<file path="config.mk">
export PLATFORM = sky130hd
export DESIGN_NAME = shared_mem_arbiter
export DESIGN_NICKNAME = d
export VERILOG_FILES = /design/src/rtl/shared_mem_arbiter.sv
export SDC_FILE = /design/constraint.sdc
export NUM_CORES = 1
export LEC_CHECK = 0
export ABC_AREA = 1
export BUFFER_PORTS_ARGS = -buffer_cell sky130_fd_sc_hd__buf_2
export CELL_PAD_IN_SITES_DETAIL_PLACEMENT = 0
export CELL_PAD_IN_SITES_GLOBAL_PLACEMENT = 2
export CORE_AREA = 2 2 258 260
export CTS_CLUSTER_SIZE = 20
export DETAILED_ROUTE_END_ITERATION = 16
export DIE_AREA = 0 0 260 262
export GPL_TIMING_DRIVEN = 0
export PLACE_DENSITY_LB_ADDON = 0.15
export REMOVE_ABC_BUFFERS = 1
export SLEW_MARGIN = 40
export SYNTH_ARGS = -nofsm -noshare
export SYNTH_HDL_FRONTEND = slang
export SYNTH_SLANG_ARGS = --single-unit
export TNS_END_PERCENT = 100
</file>
<file path="constraint.sdc">
create_clock -name clk -period 1.8 [get_ports clk]
set_clock_uncertainty 0.05 [all_clocks]
set_input_delay 0.27 -clock clk [delete_from_list [all_inputs] [get_ports clk]]
set_output_delay 0.27 -clock clk [all_outputs]
set_load 0.01 [all_outputs]
</file>
<file path="src/rtl/shared_mem_arbiter.sv">
// N-port arbiter serialising block-wide cache-controller requests onto one main-memory port.
// Round-robin or fixed-priority grant, one transaction in flight, per-transaction watchdog.
module shared_mem_arbiter #(
  parameter int N_PORTS  = 2,
  parameter int ADDR_W   = 6,
  parameter int DATA_W   = 128,
  parameter int ARB_MODE = 0,
  parameter int TIMEOUT  = 255
) (
  input  logic                      clk,
  input  logic                      reset_n,
  input  logic [N_PORTS-1:0]        req_read,
  input  logic [N_PORTS-1:0]        req_write,
  input  logic [N_PORTS*ADDR_W-1:0] req_address,
  input  logic [N_PORTS*DATA_W-1:0] req_writedata,
  output logic [DATA_W-1:0]         req_readdata,
  output logic [N_PORTS-1:0]        req_busywait,
  output logic [N_PORTS-1:0]        grant,
  output logic                      timeout_err,
  output logic                      mem_read,
  output logic                      mem_write,
  output logic [ADDR_W-1:0]         mem_address,
  output logic [DATA_W-1:0]         mem_writedata,
  input  logic [DATA_W-1:0]         mem_readdata,
  input  logic                      mem_busywait
);
  localparam int PTR_W = $clog2(N_PORTS);
  localparam int CNT_W = $clog2(TIMEOUT + 1);
  localparam logic [PTR_W:0] NP_W = (PTR_W + 1)'(N_PORTS);

  typedef enum logic [1:0] {S_IDLE, S_ISSUE, S_WAIT, S_RESP} state_t;

  state_t             state, state_next;
  logic [PTR_W-1:0]   rr_ptr;
  logic [CNT_W-1:0]   wd_cnt;
  logic [N_PORTS-1:0] req_any;
  logic [PTR_W-1:0]   base;
  logic [PTR_W-1:0]   winner;
  logic               win_found;
  logic               wd_done;

  assign req_any      = req_read | req_write;
  assign req_busywait = req_any & ~((state == S_RESP) ? grant : '0);
  assign wd_done      = (wd_cnt == CNT_W'(TIMEOUT - 1));
  assign base         = (ARB_MODE == 1) ? '0 : rr_ptr;

  // Circular search starting at base; fixed priority is the same search from port 0.
  // NOTE: every always_comb output gets a default first, otherwise a path that skips
  // the assignment infers a latch.
  always_comb begin
    winner    = '0;
    win_found = 1'b0;
    for (int k = 0; k < N_PORTS; k++) begin
      logic [PTR_W:0] sum;
      sum = {1'b0, base} + (PTR_W + 1)'(k);
      if (sum >= NP_W) sum = sum - NP_W;
      if (!win_found && req_any[sum[PTR_W-1:0]]) begin
        win_found = 1'b1;
        winner    = sum[PTR_W-1:0];
      end
    end
  end

  always_comb begin
    state_next = state;
    case (state)
      S_IDLE:  if (win_found) state_next = S_ISSUE;
      S_ISSUE: state_next = S_WAIT;
      S_WAIT:  if (!mem_busywait || wd_done) state_next = S_RESP;
      S_RESP:  state_next = S_IDLE;
      default: state_next = S_IDLE;
    endcase
  end

  // NOTE: sequential state uses non-blocking assignments so every register samples
  // the pre-edge values regardless of statement order.
  always_ff @(posedge clk or negedge reset_n) begin
    if (!reset_n) state <= S_IDLE;
    else          state <= state_next;
  end

  always_ff @(posedge clk or negedge reset_n) begin
    if (!reset_n) begin
      grant         <= '0;
      rr_ptr        <= '0;
      wd_cnt        <= '0;
      timeout_err   <= 1'b0;
      mem_read      <= 1'b0;
      mem_write     <= 1'b0;
      mem_address   <= '0;
      mem_writedata <= '0;
      req_readdata  <= '0;
    end else begin
      timeout_err <= 1'b0;
      case (state)
        S_IDLE: begin
          if (win_found) begin
            grant         <= N_PORTS'(1) << winner;
            mem_address   <= req_address[winner*ADDR_W +: ADDR_W];
            mem_writedata <= req_writedata[winner*DATA_W +: DATA_W];
            // Write wins when a port raises both strobes.
            mem_write     <= req_write[winner];
            mem_read      <= req_read[winner] & ~req_write[winner];
            if (ARB_MODE == 0)
              rr_ptr <= (winner == PTR_W'(N_PORTS - 1)) ? '0 : winner + 1'b1;
          end
        end
        S_ISSUE: wd_cnt <= '0;
        S_WAIT: begin
          if (!mem_busywait) begin
            if (mem_read) req_readdata <= mem_readdata;
            mem_read  <= 1'b0;
            mem_write <= 1'b0;
          end else if (wd_done) begin
            req_readdata <= '0;
            timeout_err  <= 1'b1;
            mem_read     <= 1'b0;
            mem_write    <= 1'b0;
          end else begin
            wd_cnt <= wd_cnt + 1'b1;
          end
        end
        S_RESP:  grant <= '0;
        default: ;
      endcase
    end
  end
endmodule

</file>
==> metrics.csv <==
metric,value,unit
Syn Std Cell Area,0.0123,mm2
Setup Viol. Count Final,76,
grt ovf,0,
global-route wire length before repair,89600,um
initial antenna violation count,10,
Syn Inst Count,1395,
worst-case clock buffer depth,3,
Port Buffer Count,671,
hpwl dp,43400,um
worst skew pair latency,0.54,ns
total CTS buffers,39,
Clock Sinks,278,
Clock transition at path regs,0.05,ns
period utilization,105,%
largest net degree at the start of global routing,86,
H-tree depth,2,
crit path cell chain,inv_2 > ha_4 > o21ai_2 > a21o_4 > buf_16 > buf_16 > buf_16 > clkbuf_16 > nand2_2 > o21ai_2,
Yosys warnings,0,
CP Capture Type,flip-flop,
CTS root buffer,clkbuf_16,
die area,0.0681,mm2
status,finished with violations,
Final Hold Viols,0,
asr flop ratio synth,100,%
commonest cells in the netlist,"690 x nand2_1, 278 x dfrtp_1, 145 x nand3_1",
"top cells by area, synth","dfrtp_1 57%, nand2_1 21%, o21ai_2 7.9%",
DRC viols,0,
CP max FO,6,
most frequent CP cell,buf_16,
Max IR drop VDD,0.000632,V
Top Ports,672,
routability cong.,0.810,
slowest CP cell,dfrtp_1,
Max Slew Vio Count,0,
Mean Syn Cell Area,8.80,um2
via count,14000,
worst stage delay on the critical path,0.41,ns
RSZ-0062 raised after global routing,true,
CP top delay family,buffers and inverters,
first-iteration detailed-routing DRC count,529,
Fillers,6818,
share of cells above drive strength 1,45.1,%
final WL,63400,um
Final nets,2964,
CTS tree,yes,
Initial Utilization,18.8,%
Required @ worst endpoint,2.18,ns
Rel. slew slack,70.9,%
Worst EP arrival,2.27,ns
Final WS setup,-0.0841,ns
DR WL/cell,18.4,um
DIE HEIGHT,262,um
"FF+latch count, synth",278,
crit path buf inv count,5,
worst slew pin tran,0.437,ns
Die X-Extent,260,um
register area share after synthesis,56.7,%
most common cell in the netlist,nand2_1,
Crit Path Class,reg2reg,
MaxCap Viol Count,0,
leading area contributor after synthesis,dfrtp_1,
Power Density,1430,mW/mm2
Avg Vias per Cell,4.05,
post-route cell area,0.0248,mm2
drt pass-1 iters,5,
Post-DP Area,0.0170,mm2
post-synth top area share,56.7,%
area growth from synthesis to layout,102,%
minimum clock period,1.88,ns
failing checks,negative setup slack,
Routed Antenna Nets,0,
core region area,0.0653,mm2
Netlist cell types,25,
Post-synth top flop,dfrtp_1,
LEAKAGE,12.6,nW
startpoint types,flip-flop,
# rows,94,
GRT Total Usage,17.3,%
vias in the first global route,14100,
"EDFF count, synth",0,
Fmax,0.531,GHz
"Power, Total",0.0353,W
final total negative setup slack,-4.43,ns
worst hold path type,in2reg,
per-layer routing:
| metal | global-route usage, % | part of all wire, % | routed length (um) |
|---|---|---|---|
| met5 | 0 | 0.13 | 80 |
| met1 | 20.9 | 41 | 26000 |
| met3 | 6.39 | 8.7 | 5510 |
| met4 | 4.07 | 1.9 | 1180 |
| met2 | 29.1 | 48 | 30700 |
cell families after synthesis:
group | after synthesis | synth area share (%)
AND/OR/NAND/NOR | 851 | 27.7
adder cells (fa/ha/maj) | 7 | 0.713
flip-flops | 278 | 56.7
XOR/XNOR | 2 | 0.143
buffers and inverters | 105 | 5.07
AO/OA/AOI/OAI | 152 | 9.68
sequential cells by signal, indices dropped and copies added (netlist names), 2 cells and up:
| signal | count |
|---|---|
| wd_cnt | 8 |
| grant | 2 |
| mem_writedata | 128 |
| mem_address | 6 |
| state | 2 |
| req_readdata | 128 |
worst paths after layout:
kind	from	end	slack (ns)	depth (start not counted)
setup / recovery	state[0]	req_readdata[89]	-0.08	10
hold / removal	req_write[1]	mem_read	0.11	4
setup reg to reg	state[0]	req_readdata[89]	-0.08	10
hold reg to reg	req_readdata[66]	req_readdata[66]	0.42	2
max in group asynchronous	reset_n	mem_writedata[64]	0.49	4
min in group asynchronous	reset_n	req_readdata[53]	0.20	2
worst min-delay path, cell delays in order:
cell     delay, ns
buf_2         0.09
a21oi_1       0.12
nand3_1       0.09
o21ai_0       0.07
report_power, final:
part / total [W] / switching, W / leakage [nW] / internal, W
clock network: 0.00743 / 0.00295 / 0.592 / 0.00448
logic: 0.0174 / 0.00915 / 8.43 / 0.00821
registers: 0.0105 / 0.00155 / 3.54 / 0.00897
total: 0.0353 / 0.0136 / 12.6 / 0.0217
through the flow:
stage | utilization [%] | cells | hold WS, ns | worst slack, ns
global route | 37.9 | 3442 | 0.125 | -0.148
global placement | 24.8 | 2845 | 0.411 | -12.83
finish | 37.9 | 3445 | 0.111 | -0.0841
CTS | 35.6 | 3399 | 0.0614 | -0.131
floorplan | - | 1310 | -0.0756 | -4.79
detailed placement | 26.0 | 2880 | 0.177 | -0.880
final cells by class:
type / instances / area (um2) / share of cell area (%)
multi-input combinational: 1012 / 5570 / 22.5
tap: 864 / 1080 / 4.37
clock inverter: 3 / 15.0 / 0.0607
clock buffer: 59 / 1180 / 4.78
timing repair buffer: 1203 / 9840 / 39.8
inverter: 20 / 91.3 / 0.369
antenna: 6 / 15.0 / 0.0607
sequential: 278 / 6960 / 28.1
cells in the final DEF (no fill, tap or decap), drive strengths merged:
cell           n
nor3           1
bufbuf         2
or2            1
dfrtp        278
xor2           2
nand4          1
buf          784
o21ai        142
clkinv         3
nand2        691
nor2          11
a21o           1
dlygate4sd3  398
clkinvlp       1
ha             7
nand3        146
diode          6
a21oi          7
a21boi         1
o31ai          1
clkbuf        78
inv           19
timing repair:
| item | 4_1_cts | 5_1_grt |
|---|---|---|
| buffers inserted | 46 | 20 |
| pin swaps | 9 | 46 |
| endpoints found under the setup margin | 266 | 238 |
| resized for setup | 107 | 207 |
| hold buffers | 398 | 0 |
| gates cloned | 16 | 24 |
| hold endpoints to repair | 356 | 0 |
Power figures use the tool's default switching activity.
